--- src/rtl/t09_pkg.sv ---
// Shared definitions for the cell painter: object codes, RGB565 colours,
// display opcodes and the painter FSM state type.
package t09_pkg;

    localparam logic [2:0] OBJ_EMPTY  = 3'd0;
    localparam logic [2:0] OBJ_HEAD   = 3'd1;
    localparam logic [2:0] OBJ_BODY   = 3'd2;
    localparam logic [2:0] OBJ_APPLE  = 3'd3;
    localparam logic [2:0] OBJ_BORDER = 3'd4;

    localparam logic [15:0] COL_EMPTY  = 16'h0000;
    localparam logic [15:0] COL_HEAD   = 16'h07E0;
    localparam logic [15:0] COL_BODY   = 16'h03E0;
    localparam logic [15:0] COL_APPLE  = 16'hF800;
    localparam logic [15:0] COL_BORDER = 16'hFFFF;
    localparam logic [15:0] COL_ERROR  = 16'hF81F;
    localparam logic [15:0] COL_GRID   = 16'h4208;

    localparam logic [7:0] OP_CASET = 8'h2A;
    localparam logic [7:0] OP_PASET = 8'h2B;
    localparam logic [7:0] OP_RAMWR = 8'h2C;

    typedef enum logic [2:0] {
        ST_IDLE,
        ST_CASET_CMD,
        ST_CASET_D,
        ST_PASET_CMD,
        ST_PASET_D,
        ST_RAMWR_CMD,
        ST_PIXEL
    } painter_state_t;

    // Unknown codes paint magenta so a corrupted grid is obvious on screen.
    function automatic logic [15:0] code_colour(input logic [2:0] code);
        case (code)
            OBJ_EMPTY:  code_colour = COL_EMPTY;
            OBJ_HEAD:   code_colour = COL_HEAD;
            OBJ_BODY:   code_colour = COL_BODY;
            OBJ_APPLE:  code_colour = COL_APPLE;
            OBJ_BORDER: code_colour = COL_BORDER;
            default:    code_colour = COL_ERROR;
        endcase
    endfunction

endpackage

--- src/rtl/t09_cell_fifo.sv ---
// Synchronous FIFO of pending cell updates; the writer may push into a full
// FIFO only in the same cycle as a pop.
module t09_cell_fifo #(
    parameter int DEPTH = 8,
    parameter int WIDTH = 11
) (
    input  logic                       clk,
    input  logic                       nrst,
    input  logic                       push,
    input  logic                       pop,
    input  logic [WIDTH-1:0]           din,
    output logic [WIDTH-1:0]           dout,
    output logic                       full,
    output logic                       empty,
    output logic [$clog2(DEPTH):0]     level
);
    localparam int AW = $clog2(DEPTH);
    localparam logic [AW:0] FULL_CNT = DEPTH[AW:0];

    logic [WIDTH-1:0] mem [DEPTH];
    logic [AW-1:0]    wptr;
    logic [AW-1:0]    rptr;
    logic [AW:0]      cnt;

    assign full  = (cnt == FULL_CNT);
    assign empty = (cnt == '0);
    assign level = cnt;
    assign dout  = mem[rptr];

    always_ff @(posedge clk) begin
        if (push) mem[wptr] <= din;
    end

    always_ff @(posedge clk or negedge nrst) begin
        if (!nrst) begin
            wptr <= '0;
            rptr <= '0;
            cnt  <= '0;
        end else begin
            if (push) wptr <= wptr + 1'b1;
            if (pop)  rptr <= rptr + 1'b1;
            case ({push, pop})
                2'b10:   cnt <= cnt + 1'b1;
                2'b01:   cnt <= cnt - 1'b1;
                default: cnt <= cnt;
            endcase
        end
    end

endmodule

--- src/rtl/t09_cell_painter.sv ---
// Turns queued grid-cell updates into an ILI9341 window + RAMWR byte stream.
// Optional T09_CELL_OUTLINE_EN paints a grey outline on every non-border cell.
module t09_cell_painter
    import t09_pkg::*;
#(
    parameter int DEPTH   = 8,
    parameter int CELL_PX = 20
) (
    input  logic                   clk,
    input  logic                   nrst,
    input  logic                   upd_valid,
    input  logic [3:0]             upd_x,
    input  logic [3:0]             upd_y,
    input  logic [2:0]             upd_code,
    input  logic                   wr_ready,
    output logic                   wr_valid,
    output logic                   wr_dc,
    output logic [7:0]             wr_data,
    output logic                   busy,
    output logic                   overflow,
    output logic [$clog2(DEPTH):0] fifo_level
);
    localparam logic [8:0] PIX_LAST = 9'(CELL_PX * CELL_PX - 1);
    localparam logic [4:0] EDGE     = 5'(CELL_PX - 1);
    localparam logic [8:0] PX       = 9'(CELL_PX);

    painter_state_t state;
    logic [3:0]  cell_x;
    logic [3:0]  cell_y;
    logic [2:0]  cell_code;
    logic [1:0]  byte_idx;
    logic [8:0]  pix_cnt;
    logic        phase;
    logic [4:0]  col;
    logic [4:0]  row;
    logic [7:0]  lo_byte;

    logic        upd_ok, push, pop, full, empty, xfer;
    logic [10:0] fifo_dout;

    // wr_valid/wr_dc/wr_data are registers loaded with the next byte on each
    // transfer, so they hold steady while wr_ready is low.
    assign upd_ok = upd_valid && (upd_y < 4'd12);
    assign pop    = (state == ST_IDLE) && !empty;
    assign push   = upd_ok && (!full || pop);
    assign xfer   = wr_valid && wr_ready;
    assign busy   = (state != ST_IDLE);

    t09_cell_fifo #(.DEPTH(DEPTH), .WIDTH(11)) u_fifo (
        .clk   (clk),
        .nrst  (nrst),
        .push  (push),
        .pop   (pop),
        .din   ({upd_x, upd_y, upd_code}),
        .dout  (fifo_dout),
        .full  (full),
        .empty (empty),
        .level (fifo_level)
    );

    logic [8:0] w_lo, w_hi;
    logic [1:0] nxt_idx;
    logic [7:0] win_byte;

    always_comb begin
        w_lo = (state == ST_CASET_CMD || state == ST_CASET_D) ? 9'(cell_x) * PX
                                                              : 9'(cell_y) * PX;
        w_hi = w_lo + PX - 9'd1;
        nxt_idx = (state == ST_CASET_CMD || state == ST_PASET_CMD) ? 2'd0 : byte_idx + 2'd1;
        case (nxt_idx)
            2'd0:    win_byte = {7'd0, w_lo[8]};
            2'd1:    win_byte = w_lo[7:0];
            2'd2:    win_byte = {7'd0, w_hi[8]};
            default: win_byte = w_hi[7:0];
        endcase
    end

    logic [4:0]  nxt_col, nxt_row;
    logic [15:0] nxt_rgb;

    always_comb begin
        nxt_col = 5'd0;
        nxt_row = 5'd0;
        if (state == ST_PIXEL) begin
            if (col == EDGE) begin
                nxt_row = row + 5'd1;
            end else begin
                nxt_col = col + 5'd1;
                nxt_row = row;
            end
        end
        nxt_rgb = code_colour(cell_code);
`ifdef T09_CELL_OUTLINE_EN
        if (cell_code != OBJ_BORDER &&
            (nxt_col == 5'd0 || nxt_col == EDGE || nxt_row == 5'd0 || nxt_row == EDGE))
            nxt_rgb = COL_GRID;
`endif
    end

    always_ff @(posedge clk or negedge nrst) begin
        if (!nrst) begin
            state     <= ST_IDLE;
            cell_x    <= '0;
            cell_y    <= '0;
            cell_code <= '0;
            byte_idx  <= '0;
            pix_cnt   <= '0;
            phase     <= 1'b0;
            col       <= '0;
            row       <= '0;
            lo_byte   <= '0;
            wr_valid  <= 1'b0;
            wr_dc     <= 1'b0;
            wr_data   <= '0;
        end else begin
            case (state)
                ST_IDLE: if (!empty) begin
                    {cell_x, cell_y, cell_code} <= fifo_dout;
                    state    <= ST_CASET_CMD;
                    wr_valid <= 1'b1;
                    wr_dc    <= 1'b0;
                    wr_data  <= OP_CASET;
                end
                ST_CASET_CMD: if (xfer) begin
                    state    <= ST_CASET_D;
                    byte_idx <= 2'd0;
                    wr_dc    <= 1'b1;
                    wr_data  <= win_byte;
                end
                ST_CASET_D: if (xfer) begin
                    if (byte_idx == 2'd3) begin
                        state   <= ST_PASET_CMD;
                        wr_dc   <= 1'b0;
                        wr_data <= OP_PASET;
                    end else begin
                        byte_idx <= nxt_idx;
                        wr_data  <= win_byte;
                    end
                end
                ST_PASET_CMD: if (xfer) begin
                    state    <= ST_PASET_D;
                    byte_idx <= 2'd0;
                    wr_dc    <= 1'b1;
                    wr_data  <= win_byte;
                end
                ST_PASET_D: if (xfer) begin
                    if (byte_idx == 2'd3) begin
                        state   <= ST_RAMWR_CMD;
                        wr_dc   <= 1'b0;
                        wr_data <= OP_RAMWR;
                    end else begin
                        byte_idx <= nxt_idx;
                        wr_data  <= win_byte;
                    end
                end
                ST_RAMWR_CMD: if (xfer) begin
                    state   <= ST_PIXEL;
                    pix_cnt <= 9'd0;
                    phase   <= 1'b0;
                    col     <= nxt_col;
                    row     <= nxt_row;
                    wr_dc   <= 1'b1;
                    wr_data <= nxt_rgb[15:8];
                    lo_byte <= nxt_rgb[7:0];
                end
                ST_PIXEL: if (xfer) begin
                    if (!phase) begin
                        phase   <= 1'b1;
                        wr_data <= lo_byte;
                    end else if (pix_cnt == PIX_LAST) begin
                        state    <= ST_IDLE;
                        wr_valid <= 1'b0;
                        wr_dc    <= 1'b0;
                        wr_data  <= '0;
                    end else begin
                        pix_cnt <= pix_cnt + 9'd1;
                        phase   <= 1'b0;
                        col     <= nxt_col;
                        row     <= nxt_row;
                        wr_data <= nxt_rgb[15:8];
                        lo_byte <= nxt_rgb[7:0];
                    end
                end
                default: state <= ST_IDLE;
            endcase
        end
    end

    // Sticky until reset: a real update was lost because the queue was full.
    always_ff @(posedge clk or negedge nrst) begin
        if (!nrst)                         overflow <= 1'b0;
        else if (upd_ok && full && !pop)   overflow <= 1'b1;
    end

endmodule

--- config.mk ---
export PLATFORM = sky130hd
export DESIGN_NAME = t09_cell_painter
export DESIGN_NICKNAME = d
export VERILOG_FILES = /design/src/rtl/t09_pkg.sv /design/src/rtl/t09_cell_fifo.sv /design/src/rtl/t09_cell_painter.sv
export SDC_FILE = /design/constraint.sdc
export NUM_CORES = 1
export LEC_CHECK = 0
export BUFFER_PORTS_ARGS = -buffer_cell sky130_fd_sc_hd__buf_2
export CAP_MARGIN = 5
export CORE_MARGIN = 2
export CORE_UTILIZATION = 60
export CTS_CLUSTER_SIZE = 12
export DETAILED_ROUTE_END_ITERATION = 7
export PLACE_DENSITY_LB_ADDON = 0.08
export SYNTH_ARGS = -nofsm -noshare
export SYNTH_HDL_FRONTEND = slang
export SYNTH_SLANG_ARGS = --single-unit
export TNS_END_PERCENT = 5
--- constraint.sdc ---
create_clock -name clk -period 7.3 [get_ports clk]
set_input_delay 0.365 -clock clk [delete_from_list [all_inputs] [get_ports clk]]
set_output_delay 0.365 -clock clk [all_outputs]
set_load 0.01 [all_outputs]
==> results.py <==
metrics = {
    "outcome": {
        "status": "completed",
    },
    "routing": {
        "wl_per_cell_um": 19.5,
        "drc": 0,
        "drt_first_pass_iters": 5,
        "vias_per_cell": 6.18,
        "drt-total-wl_um": 12700,
        "ant_nets": 0,
        "drt_iter0_drc": 300,
        "vias": 4031,
    },
    "clocking": {
        "cts_root_buffer": "clkbuf_8",
        "clkLatencyLatePin_ns": 0.52,
        "htree_num_levels": 4,
        "numClockSinks": 137,
        "path_clk_slew_ns": 0.06,
        "cts_tree": "yes",
        "cts_buffer_depth": 2,
        "numCtsBuffers": 17,
        "postCtsResizedCells": 0,
        "hold_buffers": 1,
        "postCtsSetupBuffers": 0,
    },
    "synth": {
        "yosys_warnings": 0,
        "synth_top_area_share": 0.410,
        "synth_edf_count": 88,
        "ys_seq_area_frac": 0.600,
        "synthTopCellsByArea": "edfxtp_1, dfrtp_1, mux4_2, ha_1, mux2i_1",
        "synth_area_per_cell_um2": 13.9,
        "synth-async-reset-ratio": 0.358,
        "synth_area_um2": 6440,
        "synth_common_cells": "edfxtp_1, dfrtp_1, nor2_1, a21oi_1, mux4_2",
        "yosysMostFrequentCell": "edfxtp_1",
        "synth_cell_types": 64,
        "ys_ff_latch": 137,
        "synth_ff_type": "edfxtp_1",
        "synth.largest_area_cell": "edfxtp_1",
        "syn_nets": 499,
        "synth_cells": 465,
    },
    "timing": {
        "period_needed_ns": 3.11,
        "worst_pin_slew_ns": 1.03,
        "skew_ns": 0.00898,
        "finalSetupViolations": 0,
        "hold_viol_final": 0,
        "min_period_over_period": 0.426,
        "grt_setup_unrepaired": "false",
        "maxSlewHeadroom": 0.314,
        "fmax_mhz": 321,
        "setup_tns_ns": 0,
        "drv_slew": 0,
    },
    "power_and_ir_drop": {
        "power.density_nw_per_um2": 271,
        "max-vdd-ir-drop_uv": 188,
        "p_leak_nw": 2.84,
    },
    "hold_path": {
        "holdPathStages": 1,
        "hp-class": "input port to flop",
    },
    "setup_path": {
        "slowest_stage": "dfrtp_1",
        "r2r_cells": 10,
        "crit_path_start_kind": "flop",
        "cpPeakStageDelay_ns": 0.66,
        "critical_path_depth": 10,
        "crit_top_cell": "ha_1",
        "cp_top_family": "simple AND/OR/NAND/NOR gates",
        "cp-end-kind": "flop",
        "path_max_fanout": 26,
        "worst_ep_arrival_time_ns": 3.50,
        "path_cells": "or3_1 > nand3_1 > nand2_1 > ha_1 > ha_1 > a21o_1 > a21oi_1 > xnor2_1 > nor2_1 > xor2_1",
        "path_buf_inv": 0,
        "worst-setup-path-type": "flop to flop",
        "cp.required_ns": 7.69,
    },
    "global_routing": {
        "globalRouteTotalUtil": 0.245,
        "antenna_found_initial": 0,
        "grt_max_degree": 50,
        "grt_pass1_vias": 4054,
        "gr-total-overflow": 0,
        "grt_pass1_wl_um": 20900,
    },
    "placement": {
        "port_buffers": 30,
        "placedCellCount": 619,
        "dpl.hpwl_um": 7920,
        "dpl-instance-area_um2": 6750,
        "gp_congestion": 0.919,
    },
    "die": {
        "dieWidth_um": 108,
        "coreArea_um2": 10400,
        "initial_core_util": 0.621,
        "num_rows": 37,
        "io-pin-count": 31,
        "die_height_um": 108,
        "dieArea_um2": 11600,
    },
    "cells_and_area": {
        "synthToLayoutAreaGrowth_pct": 14.2,
        "nNetsFinal": 537,
        "drive_above_1_share": 0.203,
        "postLayoutCellArea_um2": 7360,
        "fin_cells": 652,
        "antennaDiodeCount": 0,
    },
    "run": {
        "maxCapViolCount": 0,
    },
}
layout by cell type (no fill, tap or decap), types with 4 or more instances in the layout:
cell type  instances
a21oi_1           26
a31oi_1            4
and3_1             4
buf_2             30
buf_4             10
clkbuf_16         18
dfrtp_1           49
edfxtp_1          88
ha_1              16
inv_1             10
mux2_1             6
mux2_2             4
mux2i_1           16
mux4_2            22
nand2_1           14
nand2b_1           8
nand3_1           11
nand4_1            6
nor2_1            35
nor2b_1            4
nor3_1            12
nor4_1             5
o211ai_1           4
o21a_1             4
o21ai_0            9
o21ai_1           10
o31ai_1            4
o32a_1             5
xnor2_1           13
xor2_1             9
routing by layer:
| metal | global-route usage | vias up | part of all wire |
|---|---|---|---|
| met2 | 0.397 | 117 | 0.50 |
| li1 | - | 1879 | - |
| met5 | 0 | - | 0 |
| met3 | 0.0599 | 23 | 0.047 |
| met1 | 0.325 | 2012 | 0.43 |
| met4 | 0.0897 | 0 | 0.021 |
registers in the layout, indices dropped and copies added, names as in the netlist:
signal / flops
cell_y: 4
u_fifo.mem: 88
u_fifo.rptr: 3
wr_data: 8
cell_code: 3
wr_valid: 1
lo_byte: 2
cell_x: 4
state: 3
pix_cnt: 9
wr_dc: 1
overflow: 1
byte_idx: 2
phase: 1
u_fifo.wptr: 3
u_fifo.level: 4
through the flow:
| step | hold slack [ns] | utilization | power (mW) | worst slack (ns) |
|---|---|---|---|---|
| floorplan | 0.0694 | - | 1.07 | 4.45 |
| global placement | 0.467 | 0.651 | 1.15 | 4.38 |
| detailed placement | 0.466 | 0.651 | 1.16 | 4.25 |
| CTS | 0.0926 | 0.710 | 2.02 | 4.21 |
| global route | 0.107 | 0.710 | 2.07 | 3.99 |
| finish | 0.111 | 0.710 | 2.00 | 4.19 |
final cells by class:
cell class | instances | area (um^2)
clock buffer | 23 | 489
clock inverter | 9 | 111
fill | 702 | 3010
inverter | 11 | 41.3
multi-input combinational | 295 | 2440
sequential | 137 | 3870
tap | 136 | 170
timing repair buffer | 41 | 235
cell families (layout without fill, tap and decap cells):
| family | count (synthesis) | in the layout | synth area share |
|---|---|---|---|
| AOI/OAI and AO/OA | 87 | 87 | 0.0889 |
| xor gates and xnor gates | 22 | 22 | 0.0299 |
| adders and majority gates | 19 | 19 | 0.0404 |
| buffers and inverters | 33 | 84 | 0.0229 |
| DFF | 137 | 137 | 0.600 |
| muxes | 48 | 48 | 0.119 |
| and+or+nand+nor | 119 | 119 | 0.0983 |
power breakdown:
part | leakage [nW] | internal, mW | switching, mW | total [mW]
combinational | 1.09 | 0.0751 | 0.108 | 0.183
clock | 0.297 | 0.538 | 0.317 | 0.855
sequential | 1.45 | 0.909 | 0.0504 | 0.959
total | 2.84 | 1.52 | 0.475 | 2.00
worst register-to-register path: stages, from the launching register on:
cell and delay [ns]:
dfrtp_1 0.66, or3_1 0.60, nand3_1 0.18, nand2_1 0.23, ha_1 0.34, ha_1 0.29, a21o_1 0.18, a21oi_1 0.16
xnor2_1 0.14, nor2_1 0.07, xor2_1 0.15
worst paths after layout:
path / endpoint / slack [ns] / startpoint
worst max-delay path: u_fifo.level[3] / 4.19 / state[1]
worst min-delay path: u_fifo.mem[6][0] / 0.11 / upd_code[0]
worst max register to register: u_fifo.level[3] / 4.19 / state[1]
worst min register to register: overflow / 0.47 / overflow
max in group asynchronous: wr_data[0] / 6.38 / nrst
min in group asynchronous: wr_data[7] / 0.48 / nrst
(Power assumes the default switching activity.)
